## src/rtl/bird_physics.sv

```systemverilog
// rtl/bird_physics.sv - bird sprite physics: gravity, flap, ceiling clamp, floor crash, once per frame
module bird_physics #(
    parameter int SCREEN_H    = 480,
    parameter int BALL_X      = 160,
    parameter int BALL_SIZE   = 16,
    parameter int START_Y     = 232,
    parameter int GRAVITY     = 1,
    parameter int FLAP_VEL    = 8,
    parameter int MAX_FALL    = 10,
    parameter int DEAD_FRAMES = 60
) (
    input  logic       clk,
    input  logic       clr_n,
    input  logic       btn_flap,
    input  logic [9:0] h_counter,
    input  logic [9:0] v_counter,
    output logic [9:0] ballX,
    output logic [9:0] ballY,
    output logic [1:0] game_state,
    output logic       crash
);

    typedef enum logic [1:0] {
        S_IDLE = 2'b00,
        S_PLAY = 2'b01,
        S_DEAD = 2'b10
    } state_e;

    localparam int DCW = $clog2(DEAD_FRAMES + 1);

    localparam logic [9:0]         TICK_LINE = 10'(SCREEN_H);
    localparam logic [9:0]         Y_START   = 10'(START_Y);
    localparam logic [9:0]         Y_REST    = 10'(SCREEN_H - BALL_SIZE);
    localparam logic signed [11:0] Y_FLOOR   = 12'(SCREEN_H - BALL_SIZE);
    localparam logic signed [7:0]  VEL_FLAP  = 8'(-FLAP_VEL);
    localparam logic signed [7:0]  VEL_GRAV  = 8'(GRAVITY);
    localparam logic signed [7:0]  VEL_MAX   = 8'(MAX_FALL);
    localparam logic [DCW-1:0]     DEAD_LIM  = DCW'(DEAD_FRAMES);

    state_e                state_q, state_d;
    logic                  sync1_q, sync2_q, sync3_q;
    logic                  flap_req_q, flap_req_d;
    logic [9:0]            v_prev_q;
    logic [9:0]            ball_y_q, ball_y_d;
    logic signed [7:0]     vel_q, vel_d;
    logic [DCW-1:0]        dead_cnt_q, dead_cnt_d;
    logic                  crash_q, crash_d;

    logic                  flap_edge;
    logic                  tick;
    logic                  flap_now;
    logic                  dead_done;
    logic signed [7:0]     vel_grav;
    logic signed [7:0]     vel_n;
    logic signed [11:0]    y_n;
    logic                  hit_ceiling;
    logic                  hit_floor;
    logic                  apply_physics;

    // The horizontal counter is not needed: updates key off the vertical counter only.
    logic unused_h;
    assign unused_h = ^h_counter;

    // Button synchroniser plus one extra stage for rising-edge detection, and frame-line history.
    always_ff @(posedge clk or negedge clr_n) begin
        if (!clr_n) begin
            sync1_q  <= 1'b0;
            sync2_q  <= 1'b0;
            sync3_q  <= 1'b0;
            v_prev_q <= '0;
        end else begin
            sync1_q  <= btn_flap;
            sync2_q  <= sync1_q;
            sync3_q  <= sync2_q;
            v_prev_q <= v_counter;
        end
    end

    // Edge, frame tick and the physics candidate for this frame.
    always_comb begin
        flap_edge   = sync2_q & ~sync3_q;
        tick        = (v_counter == TICK_LINE) && (v_prev_q != TICK_LINE);
        // An edge arriving in the tick cycle itself is honoured at that tick.
        flap_now    = flap_req_q | flap_edge;
        dead_done   = (dead_cnt_q >= DEAD_LIM);
        vel_grav    = vel_q + VEL_GRAV;
        if (flap_now) begin
            vel_n = VEL_FLAP;
        end else if (vel_grav > VEL_MAX) begin
            vel_n = VEL_MAX;
        end else begin
            vel_n = vel_grav;
        end
        y_n         = $signed({2'b00, ball_y_q}) + $signed({{4{vel_n[7]}}, vel_n});
        hit_ceiling = y_n[11];
        hit_floor   = !hit_ceiling && (y_n >= Y_FLOOR);
        // In IDLE the ball sits at START_Y with zero velocity, so the flap uses the same path.
        apply_physics = tick && ((state_q == S_PLAY) || ((state_q == S_IDLE) && flap_now));
    end

    // Game state register.
    always_ff @(posedge clk or negedge clr_n) begin
        if (!clr_n) begin
            state_q <= S_IDLE;
        end else begin
            state_q <= state_d;
        end
    end

    // Next-state logic; transitions only happen on the frame tick.
    always_comb begin
        state_d = state_q;
        if (tick) begin
            case (state_q)
                S_IDLE: begin
                    if (flap_now) begin
                        state_d = S_PLAY;
                    end
                end
                S_PLAY: begin
                    if (hit_floor) begin
                        state_d = S_DEAD;
                    end
                end
                S_DEAD: begin
                    if (dead_done && flap_now) begin
                        state_d = S_IDLE;
                    end
                end
                default: state_d = S_IDLE;
            endcase
        end
    end

    // Position, velocity, flap request, lockout counter and crash pulse for the coming cycle.
    always_comb begin
        ball_y_d   = ball_y_q;
        vel_d      = vel_q;
        dead_cnt_d = dead_cnt_q;
        crash_d    = 1'b0;
        flap_req_d = flap_now;
        if (tick) begin
            // Every tick consumes or discards the pending flap.
            flap_req_d = 1'b0;
            if (apply_physics) begin
                if (hit_ceiling) begin
                    ball_y_d = '0;
                    vel_d    = '0;
                end else if (hit_floor) begin
                    ball_y_d   = Y_REST;
                    vel_d      = '0;
                    dead_cnt_d = '0;
                    crash_d    = 1'b1;
                end else begin
                    ball_y_d = y_n[9:0];
                    vel_d    = vel_n;
                end
            end else if (state_q == S_DEAD) begin
                if (!dead_done) begin
                    dead_cnt_d = dead_cnt_q + 1'b1;
                end else if (flap_now) begin
                    ball_y_d   = Y_START;
                    vel_d      = '0;
                    dead_cnt_d = '0;
                end
            end else begin
                ball_y_d = Y_START;
                vel_d    = '0;
            end
        end
    end

    // Physics registers; all outputs come straight from flops.
    always_ff @(posedge clk or negedge clr_n) begin
        if (!clr_n) begin
            ball_y_q   <= Y_START;
            vel_q      <= '0;
            dead_cnt_q <= '0;
            crash_q    <= 1'b0;
            flap_req_q <= 1'b0;
        end else begin
            ball_y_q   <= ball_y_d;
            vel_q      <= vel_d;
            dead_cnt_q <= dead_cnt_d;
            crash_q    <= crash_d;
            flap_req_q <= flap_req_d;
        end
    end

    assign ballX      = 10'(BALL_X);
    assign ballY      = ball_y_q;
    assign game_state = state_q;
    assign crash      = crash_q;

endmodule

```

## config.mk

```make
export PLATFORM = sky130hd
export DESIGN_NAME = bird_physics
export DESIGN_NICKNAME = d
export VERILOG_FILES = /design/src/rtl/bird_physics.sv
export SDC_FILE = /design/constraint.sdc
export NUM_CORES = 1
export LEC_CHECK = 0
export ABC_AREA = 1
export ABC_CLOCK_PERIOD_IN_PS = 3200
export CORE_UTILIZATION = 50
export CTS_BUF_LIST = sky130_fd_sc_hd__clkbuf_8
export CTS_CLUSTER_DIAMETER = 50
export DETAILED_ROUTE_END_ITERATION = 16
export PLACE_DENSITY = 0.78
export SYNTH_ARGS = -nofsm -noshare
export SYNTH_HDL_FRONTEND = slang
export SYNTH_SLANG_ARGS = --single-unit
```

## constraint.sdc

```tcl
create_clock -name clk -period 3.2 [get_ports clk]
set_input_delay 0.96 -clock clk [delete_from_list [all_inputs] [get_ports clk]]
set_output_delay 0.96 -clock clk [all_outputs]
set_load 0.02 [all_outputs]
```

==> results of run 1 <==
[worst max path at each step]
stage	endpoint	slack, ns	cells after the start
finish	dead_cnt_q[4]	-0.16	23
global placement	dead_cnt_q[1]	-0.24	23
floorplan	vel_q[2]	0.09	21
detailed placement	dead_cnt_q[5]	-0.31	23
global route	dead_cnt_q[5]	-0.37	25
CTS	ballY[8]	-0.1	20
[cells in the final DEF, fill, tap and decap left out, drive strengths merged]
| cell type | count |
|---|---|
| nand3 | 45 |
| o21ai | 14 |
| nand3b | 2 |
| and2 | 1 |
| bufinv | 1 |
| nor2 | 36 |
| xnor2 | 3 |
| a21boi | 1 |
| xor2 | 7 |
| conb | 10 |
| nor3b | 1 |
| nor3 | 5 |
| a21oi | 10 |
| ha | 15 |
| fa | 1 |
| nand2 | 118 |
| clkbuf | 6 |
| o21bai | 1 |
| inv | 56 |
| nor4 | 1 |
| clkdlybuf4s50 | 24 |
| dfstp | 4 |
| buf | 41 |
| dfrtp | 37 |
| or2 | 4 |
| nand4 | 7 |
[power by group through the flow]
| stage | Clock, mW | Combinational (mW) | Sequential [mW] |
|---|---|---|---|
| floorplan | 0 | 0.0300 | 0.540 |
| global placement | 0 | 0.0484 | 0.540 |
| detailed placement | 0 | 0.0501 | 0.541 |
| CTS | 0.438 | 0.0508 | 0.530 |
| global route | 0.467 | 0.0571 | 0.531 |
| finish | 0.428 | 0.0505 | 0.531 |
[per-layer routing]
layer | vias to the layer above | global-route usage, % | part of all wire (%)
met3 | 10 | 3.76 | 2.0
met4 | 0 | 7.92 | 1.8
li1 | 1322 | - | -
met5 | - | 0 | 0
met1 | 1263 | 28.7 | 42
met2 | 44 | 45.8 | 54
[timing repair]
action | 4_1_cts | 5_1_grt
hold buffers | 0 | 0
buffers inserted | 8 | 3
gates resized for setup | 41 | 25
gates cloned | 0 | 0
pin swaps | 20 | 16
setup endpoints to repair | 26 | 26
[sequential cells by signal, indices dropped and copies added, names as in the netlist]
name	cells
ballY	10
crash	1
dead_cnt_q	6
flap_req_q	1
game_state	2
sync1_q	1
sync2_q	1
sync3_q	1
v_prev_q	10
vel_q	8
[per-stage QoR]
stage / total power [mW] / utilization [%] / instances / TNS [ns] / cell area (um^2)
after floorplan: 0.570 / - / 391 / 0 / 2890
after global placement: 0.589 / 60.9 / 504 / -4.24 / 3360
after detailed placement: 0.591 / 60.9 / 504 / -5.81 / 3360
after CTS: 1.02 / 66.8 / 520 / -1.59 / 3680
after global routing: 1.06 / 69.4 / 523 / -7.57 / 3820
final: 1.01 / 69.4 / 523 / -2.24 / 3820
[layout make-up]
class	count	area (um^2)	share of cell area [%]
Sequential cell	41	1030	27.0
Clock buffer	6	82.6	2.16
Timing Repair Buffer	65	581	15.2
Clock inverter	2	33.8	0.884
Multi-Input combinational cell	282	1790	46.9
Tap cell	72	90.1	2.36
Inverter	55	209	5.47
[logic make-up after synthesis]
kind of cell | after synthesis | synth area share [%]
other | 2 | 0.263
AO/OA/AOI/OAI | 26 | 5.78
AND/OR/NAND/NOR | 220 | 36.9
adder cells (fa/ha/maj) | 16 | 7.26
XOR/XNOR | 10 | 3.06
buffers and inverters | 68 | 10.7
flip-flops | 41 | 36.1
[worst register-to-register path: stages, from the launching register on]
cell	delay [ns]
dfrtp_1	0.35
buf_4	0.16
nand3_1	0.17
nor2_2	0.13
xor2_1	0.22
nand4_1	0.15
nand2_2	0.13
nand2_4	0.08
or2_4	0.26
ha_4	0.30
nand2_4	0.06
nor2_2	0.13
nand3_2	0.11
nand3_1	0.10
nand2_2	0.07
nor2_1	0.14
nand3_2	0.10
nand3_4	0.10
buf_6	0.11
nand2_4	0.06
nand2_8	0.11
nand2_8	0.07
nand2_1	0.07
nand2_1	0.05
[cell usage after synthesis (3+ instances only)]
| cell type | instances | area share [%] |
|---|---|---|
| dfrtp_1 | 37 | 32 |
| nor2_1 | 31 | 4.1 |
| xor2_1 | 7 | 2.1 |
| o21ai_0 | 10 | 1.8 |
| ha_1 | 15 | 6.6 |
| nand2_2 | 8 | 1.8 |
| a21oi_1 | 7 | 1.2 |
| nand2_1 | 108 | 14 |
| nand3_2 | 7 | 2.5 |
| dfstp_2 | 4 | 3.7 |
| inv_2 | 5 | 0.66 |
| nor2_2 | 3 | 0.66 |
| inv_1 | 50 | 6.6 |
| xnor2_1 | 3 | 0.92 |
| buf_4 | 11 | 2.9 |
| nand3_1 | 36 | 6.3 |
| o21ai_1 | 3 | 0.53 |
| nor3_1 | 4 | 0.70 |
| nand4_1 | 7 | 1.5 |
==> impl_metrics.env, run 1 <==
export IMPL_p_int_mw=0.795
export IMPL_synth_top_flop_cell="dfrtp_1"
export IMPL_r2r_setup_slack_ns=-0.16
export IMPL_wl_per_cell_um=13.5
export IMPL_port_buffers=25
export IMPL_antenna_found_initial=0
export IMPL_power_leakage_nw=1.94
export IMPL_num_vias=2639
export IMPL_clkTransAtPathRegs_ns=0.08
export IMPL_postRouteAntennaNets=0
export IMPL_pwr_share_comb_pct=5.0
export IMPL_reg2reg_depth=23
export IMPL_dieArea_mm2=0.00602
export IMPL_cp_common_cell="nand2_4"
export IMPL_routed_wl_um=7040
export IMPL_timing_critical_path_buf_inv=2
export IMPL_grt_util_all_layers_pct=24.7
export IMPL_cts_tree="done"
export IMPL_fp_coreArea_mm2=0.00551
export IMPL_first_pass_iters=4
export IMPL_fp_row_count=27
export IMPL_synth_avg_cell_area_um2=7.46
export IMPL_startpoint="vel_q[0]"
export IMPL_fmax_ghz=0.298
export IMPL_min_from="sync1_q"
export IMPL_clock_sinks=41
export IMPL_end_kind="register"
export IMPL_finalHoldViolCount=0
export IMPL_synth_cells=383
export IMPL_path_max_fanout=7
export IMPL_cp_data_required_time_ns=3.39
export IMPL_powerDensity_mw_per_mm2=264
export IMPL_hold_depth=0
export IMPL_setup_ws_ns=-0.155
export IMPL_root_buffer="clkbuf_8"
export IMPL_cp_arrival_ns=3.54
export IMPL_cpMaxStageDelayCell="dfrtp_1"
export IMPL_vias_per_cell=5.05
export IMPL_violations="setup timing"
export IMPL_numCtsBuffers=5
export IMPL_overflow=0
export IMPL_pwr_share_seq_pct=52.6
export IMPL_synthDistinctLibCells=39
export IMPL_power_switching_mw=0.214
export IMPL_r2r_end="dead_cnt_q[4]"
export IMPL_irDropWorstVdd_uv=298
export IMPL_cp_slowest_stage_delay_ns=0.35
export IMPL_htree_levels=2
export IMPL_switching_share_pct=21.2
export IMPL_gp_congestion=0.913
export IMPL_dp_hpwl_um=4850
export IMPL_nets=489
export IMPL_hold_path_class="reg2reg"
export IMPL_n_antenna_cell=0
export IMPL_cts_buffer_depth=2
export IMPL_rsz0062_at_grt="true"
export IMPL_post_route_drc_count=0
export IMPL_io_pins=46
export IMPL_hold_worst_slack_ns=0.355
export IMPL_period_share_pct=105
export IMPL_crit_type="reg2reg"
export IMPL_tightest_slew_ns=0.917
export IMPL_post_route_min_period_ns=3.36
export IMPL_drt_iter0_markers=129
export IMPL_first_global_vias=2658
export IMPL_syn_to_final_growth_pct=33.6
export IMPL_finClkSkew_ns=0.00218
export IMPL_synth_edf_count=0
export IMPL_slew_viol_final=0
export IMPL_crit_path_cell_trace="buf_4, nand3_1, nor2_2, xor2_1, nand4_1, nand2_2, nand2_4, or2_4, ha_4, nand2_4, nor2_2, nand3_2, nand3_1, nand2_2, nor2_1, nand3_2, nand3_4, buf_6, nand2_4, nand2_8, nand2_8, nand2_1, nand2_1"
export IMPL_reg2reg_from="vel_q[0]"
export IMPL_async_flop_share_pct=100
export IMPL_clk_latency_ns=0.29
export IMPL_cpLargestDelayFamily="simple AND/OR/NAND/NOR gates"
export IMPL_cp_start_kind="register"
export IMPL_start_util_pct=51.9
export IMPL_die_h_um=77.6
export IMPL_pwr_share_clk_pct=42.4
export IMPL_status="finished, violations left"
export IMPL_slew_headroom_pct=38.9
export IMPL_fillers=437
export IMPL_hold_path_endpoint="sync2_q"
export IMPL_synth_area_mm2=0.00286
export IMPL_yosysSeqAreaShare_pct=36.1
export IMPL_grt_pass1_wl_um=11700
export IMPL_pre_cts_ws_ns=-0.312
export IMPL_ys_warn_count=0
export IMPL_setup_viol=24
export IMPL_drive_gt1_share_pct=29.0
export IMPL_synth_seq_cells=41
export IMPL_grt_max_degree=42
export IMPL_maxCapViolations=0
export IMPL_die_w_um=77.6
(Power assumes the default switching activity.)
==> inputs of run 2 (changes only) <==
--- a/config.mk
+++ b/config.mk
@@ -12,6 +12,7 @@
 export CTS_CLUSTER_DIAMETER = 50
 export DETAILED_ROUTE_END_ITERATION = 16
 export PLACE_DENSITY = 0.78
+export RECOVER_POWER = 50
 export SYNTH_ARGS = -nofsm -noshare
 export SYNTH_HDL_FRONTEND = slang
 export SYNTH_SLANG_ARGS = --single-unit
==> constraint.sdc (replaced) <==
create_clock -name clk -period 3.2 [get_ports clk]
set_input_delay 0.96 -clock clk [delete_from_list [all_inputs] [get_ports clk]]
set_output_delay 0.96 -clock clk [all_outputs]
set_load 0.01 [all_outputs]
==> impl_metrics.env, run 2 (synthesis results as in run 1) <==
export IMPL_antenna_found_initial=0
export IMPL_dr_wl_met3_um=147
export IMPL_dieArea_mm2=0.00602
export IMPL_post_route_drc_count=0
export IMPL_crit_type="reg2reg"
export IMPL_reg2reg_from="vel_q[0]"
export IMPL_status="finished, violations left"
export IMPL_die_h_um=77.6
export IMPL_cp_data_required_time_ns=3.39
export IMPL_routed_wl_um=7030
export IMPL_overflow=0
export IMPL_irDropWorstVdd_uv=296
export IMPL_drt_iter0_markers=128
export IMPL_path_max_fanout=7
export IMPL_clk_latency_ns=0.29
export IMPL_p_int_mw=0.792
export IMPL_io_pins=46
export IMPL_start_util_pct=51.9
export IMPL_cts_buffer_depth=2
export IMPL_pwr_share_comb_pct=4.2
export IMPL_clkTransAtPathRegs_ns=0.08
export IMPL_rsz0062_at_grt="true"
export IMPL_cp_start_kind="register"
export IMPL_r2r_setup_slack_ns=-0.16
export IMPL_grt_util_all_layers_pct=24.7
export IMPL_layout_commonest_cell="nand2_1"
export IMPL_cts_tree="done"
export IMPL_gp_congestion=0.913
export IMPL_slew_viol_final=42
export IMPL_slew_headroom_pct=-45.8
export IMPL_fp_row_count=27
export IMPL_finalPower_mw=1.00
export IMPL_fp_coreArea_mm2=0.00551
export IMPL_fmax_ghz=0.298
export IMPL_n_antenna_cell=0
export IMPL_power_leakage_nw=1.94
export IMPL_pre_cts_ws_ns=-0.312
export IMPL_grt_pass1_wl_um=11700
export IMPL_cts_hold_buf=0
export IMPL_tightest_slew_ns=2.19
export IMPL_hold_path_class="reg2reg"
export IMPL_pwr_share_clk_pct=42.8
export IMPL_powerDensity_mw_per_mm2=262
export IMPL_port_buffers=25
export IMPL_startpoint="vel_q[0]"
export IMPL_design_area_mm2=0.00382
export IMPL_fin_cells=523
export IMPL_finClkSkew_ns=0.00241
export IMPL_pwr_share_seq_pct=53.0
export IMPL_post_route_min_period_ns=3.36
export IMPL_end_kind="register"
export IMPL_period_share_pct=105
export IMPL_syn_to_final_growth_pct=33.6
export IMPL_first_pass_iters=4
export IMPL_most_common_layout_cells="nand2_1, inv_1, dfrtp_1"
export IMPL_dp_hpwl_um=4850
export IMPL_setup_ws_ns=-0.155
export IMPL_post_dp_cell_area_mm2=0.00336
export IMPL_vias_per_cell=5.05
export IMPL_die_w_um=77.6
export IMPL_finalHoldViolCount=0
export IMPL_met1Wirelength_um=2960
export IMPL_cp_arrival_ns=3.54
export IMPL_r2r_end="dead_cnt_q[4]"
export IMPL_setup_viol=24
export IMPL_nets=489
export IMPL_drive_gt1_share_pct=28.8
export IMPL_maxCapViolations=1
export IMPL_htree_levels=2
export IMPL_power_switching_mw=0.209
export IMPL_first_global_vias=2658
export IMPL_highest_layer="met4"
export IMPL_reg2reg_depth=23
export IMPL_num_vias=2639
export IMPL_clock_sinks=41
export IMPL_numCtsBuffers=5
export IMPL_cp_endpoint="dead_cnt_q[4]"
export IMPL_wl_met2_um=3800
export IMPL_grt_max_degree=42
export IMPL_violations="capacitance limit, slew limit, setup timing"
export IMPL_wl_per_cell_um=13.4
export IMPL_switching_share_pct=20.9
export IMPL_root_buffer="clkbuf_8"
export IMPL_postRouteAntennaNets=0
export IMPL_fin_tns_setup_ns=-2.24
export IMPL_dp_cells=504
## run 2: changes by cell type in the layout (fill, tap and decap cells not counted), sizes merged
cell           change
clkbuf             +1
clkdlybuf4s50     -11
buf                -1
dlygate4sd3       +11
## run 2: cell type report
cell class,instances,area (um^2)
multi-input combinational,282,1790
fill,438,1690
timing repair buffer,65,579
tap,72,90.1
clock inverter,2,33.8
clock buffer,6,82.6
sequential,41,1030
inverter,55,209
## run 2: through the flow
step,hold WS (ns),util (%)
2_1_floorplan,0.331,-
3_3_place_gp,0.336,60.9
3_5_place_dp,0.343,60.9
4_1_cts,0.360,66.8
5_1_grt,0.367,69.3
6_report,0.355,69.3
## run 2: worst min path at each step
stage	start	endpoint	slack, ns	cells after the start
6_report	sync1_q	sync2_q	0.36	0
5_1_grt	sync1_q	sync2_q	0.37	0
4_1_cts	sync1_q	sync2_q	0.36	0
3_5_place_dp	sync1_q	sync2_q	0.34	0
3_3_place_gp	sync1_q	sync2_q	0.34	0
2_1_floorplan	sync1_q	sync2_q	0.33	0
## run 2: routing by layer
layer  GRT usage [%]  vias up
met5               0        -
met4            7.92        0
met3            3.76       10
met2            45.8       44
met1            28.7     1263
li1                -     1322
## run 2: power groups by stage
stage / clock, mW / sequential [mW] / combinational (mW)
global route: 0.467 / 0.532 / 0.0490
global placement: 0 / 0.540 / 0.0433
detailed placement: 0 / 0.541 / 0.0451
finish: 0.428 / 0.531 / 0.0424
CTS: 0.438 / 0.530 / 0.0457
floorplan: 0 / 0.540 / 0.0246
## run 2: timing repair
item / CTS / global route
setup buffers: 8 / 3
pin swaps: 20 / 16
gates resized for setup: 41 / 25
endpoints found under the setup margin: 26 / 26
cloned: 0 / 0
## run 2: critical path, cell delays in order (launching register included)
cell and delay, ns:
dfrtp_1 0.35, buf_4 0.16, nand3_1 0.17, nor2_2 0.13, xor2_1 0.22, nand4_1 0.15
nand2_2 0.13, nand2_4 0.07, or2_4 0.26, ha_4 0.30, nand2_4 0.06, nor2_2 0.13
nand3_2 0.11, nand3_1 0.10, nand2_2 0.07, nor2_1 0.14, nand3_2 0.10, nand3_4 0.10
buf_6 0.11, nand2_4 0.06, nand2_8 0.11, nand2_8 0.06, nand2_1 0.07, nand2_1 0.05
==> inputs of run 3 (changes only) <==
--- a/config.mk
+++ b/config.mk
@@ -8,9 +8,10 @@
 export ABC_AREA = 1
 export ABC_CLOCK_PERIOD_IN_PS = 3200
 export CORE_UTILIZATION = 50
-export CTS_BUF_LIST = sky130_fd_sc_hd__clkbuf_8
+export CTS_BUF_LIST = sky130_fd_sc_hd__clkbuf_4 sky130_fd_sc_hd__clkbuf_8
 export CTS_CLUSTER_DIAMETER = 50
 export DETAILED_ROUTE_END_ITERATION = 16
+export MAX_ROUTING_LAYER = met4
 export PLACE_DENSITY = 0.78
 export RECOVER_POWER = 50
 export SYNTH_ARGS = -nofsm -noshare
==> impl_metrics.env, run 3 (synthesis results as in run 1) <==
export IMPL_status="finished, violations left"
export IMPL_violations="capacitance limit, slew limit, setup timing"
export IMPL_numCtsBuffers=5
export IMPL_timing_critical_path_buf_inv=2
export IMPL_tightest_slew_ns=2.26
export IMPL_end_kind="register"
export IMPL_cp_data_required_time_ns=3.45
export IMPL_fp_row_count=27
export IMPL_post_route_min_period_ns=3.45
export IMPL_irDropWorstVdd_uv=285
export IMPL_dieArea_mm2=0.00602
export IMPL_crit_cells=24
export IMPL_setup_viol=26
export IMPL_vias_per_cell=5.19
export IMPL_root_buffer="clkbuf_8"
export IMPL_cpLargestDelayFamily="simple AND/OR/NAND/NOR gates"
export IMPL_finalPower_mw=1.02
export IMPL_cp_common_cell="nand2_1"
export IMPL_cp_slowest_stage_delay_ns=0.39
export IMPL_post_dp_cell_area_mm2=0.00336
export IMPL_cts_buffer_depth=2
export IMPL_pwr_share_comb_pct=4.2
export IMPL_design_area_mm2=0.00407
export IMPL_first_global_vias=2631
export IMPL_crit_path_cell_trace="ha_2, or2_0, and2_4, o21ai_2, nand4_1, nand2_1, nand2_2, or2_4, ha_4, or2_4, nand3_4, nand2_4, nand2_1, nand2_1, inv_1, nand2_1, nand2_2, nand3_4, buf_6, nand2_8, nand2_8, nand2_8, nand2_1, nand2_1"
export IMPL_cpMaxStageDelayCell="dfrtp_1"
export IMPL_antenna_found_initial=0
export IMPL_grt_max_degree=42
export IMPL_num_vias=2798
export IMPL_htree_levels=2
export IMPL_finalHoldViolCount=0
export IMPL_first_pass_iters=5
export IMPL_most_common_layout_cells="nand2_1, inv_1, buf_4"
export IMPL_hold_depth=0
export IMPL_postRouteAntennaNets=0
export IMPL_power_leakage_nw=2.04
export IMPL_p_int_mw=0.795
export IMPL_clkTransAtPathRegs_ns=0.08
export IMPL_dp_hpwl_um=4710
export IMPL_maxCapViolations=1
export IMPL_die_h_um=77.6
export IMPL_wl_per_cell_um=15.1
export IMPL_cts_tree="done"
export IMPL_clock_sinks=41
export IMPL_fin_tns_setup_ns=-4.93
export IMPL_start_util_pct=51.9
export IMPL_path_max_fanout=7
export IMPL_reg2reg_depth=24
export IMPL_finClkSkew_ns=0.00384
export IMPL_layout_commonest_cell="nand2_1"
export IMPL_nets=505
export IMPL_crit_type="reg2reg"
export IMPL_fmax_ghz=0.290
export IMPL_grt_util_all_layers_pct=25.5
export IMPL_rsz0062_at_grt="true"
export IMPL_pwr_share_seq_pct=51.9
export IMPL_gp_congestion=0.921
export IMPL_overflow=0
export IMPL_cp_arrival_ns=3.70
export IMPL_port_buffers=25
export IMPL_switching_share_pct=22.2
export IMPL_cp_start_kind="register"
export IMPL_drt_iter0_markers=145
export IMPL_pwr_share_clk_pct=43.9
export IMPL_post_route_drc_count=0
export IMPL_setup_ws_ns=-0.249
export IMPL_n_antenna_cell=0
export IMPL_period_share_pct=108
export IMPL_drive_gt1_share_pct=34.5
export IMPL_clk_latency_ns=0.30
export IMPL_fp_coreArea_mm2=0.00551
export IMPL_grt_pass1_wl_um=11700
export IMPL_routed_wl_um=8120
export IMPL_slew_viol_final=42
export IMPL_die_w_um=77.6
export IMPL_hold_path_class="reg2reg"
export IMPL_slew_headroom_pct=-50.7
export IMPL_io_pins=46
export IMPL_syn_to_final_growth_pct=42.5
export IMPL_power_switching_mw=0.227
export IMPL_powerDensity_mw_per_mm2=251
[run 3: cell count changes in the layout (fill, tap and decap cells not counted), sizes merged]
cell	delta
buf	+15
clkbuf	+1
clkinvlp	+1
inv	-1
[run 3: metal layers]
layer / vias up / global-route usage, % / share of wire [%]
met5: - / - / 0
met4: 0 / 8.68 / 2.4
met3: 23 / 3.65 / 4.3
met2: 94 / 44.3 / 53
met1: 1329 / 30.0 / 40
li1: 1352 / - / -
[run 3: metrics by stage]
stage,std cells,utilization [%],setup WS [ns],hold slack (ns)
floorplan,391,-,0.0856,0.331
global placement,505,61.1,-0.236,0.336
detailed placement,505,61.1,-0.310,0.342
CTS,526,67.2,-0.118,0.363
global route,539,74.0,-0.405,0.376
finish,539,74.0,-0.249,0.359
[run 3: what timing repair did]
item,in CTS,in global routing
resized for setup,32,59
setup endpoints to repair,26,26
buffers inserted,14,13
pin swaps,23,38
cloned,0,1
hold buffers,0,0
[run 3: power groups by stage]
stage / combinational, mW / sequential (mW) / clock, mW
after floorplan: 0.0246 / 0.540 / 0
after global placement: 0.0433 / 0.540 / 0
after detailed placement: 0.0446 / 0.541 / 0
after CTS: 0.0454 / 0.530 / 0.453
after global routing: 0.0498 / 0.531 / 0.480
final: 0.0430 / 0.530 / 0.449
[run 3: cell type report]
class	count	area [um^2]
Inverter	55	209
Clock inverter	2	37.5
Fill cell	399	1430
Sequential cell	41	1030
Tap cell	72	90.1
Timing Repair Buffer	81	737
Multi-Input combinational cell	282	1890
Clock buffer	6	82.6
[run 3: final timing paths]
kind,start,endpoint,slack (ns)
worst max-delay path,vel_q[0],dead_cnt_q[3],-0.25
worst min-delay path,sync1_q,sync2_q,0.36
worst max register to register,vel_q[0],dead_cnt_q[3],-0.25
worst min register to register,sync1_q,sync2_q,0.36
max in group asynchronous,clr_n,vel_q[2],0.59
min in group asynchronous,clr_n,ballY[9],1.33
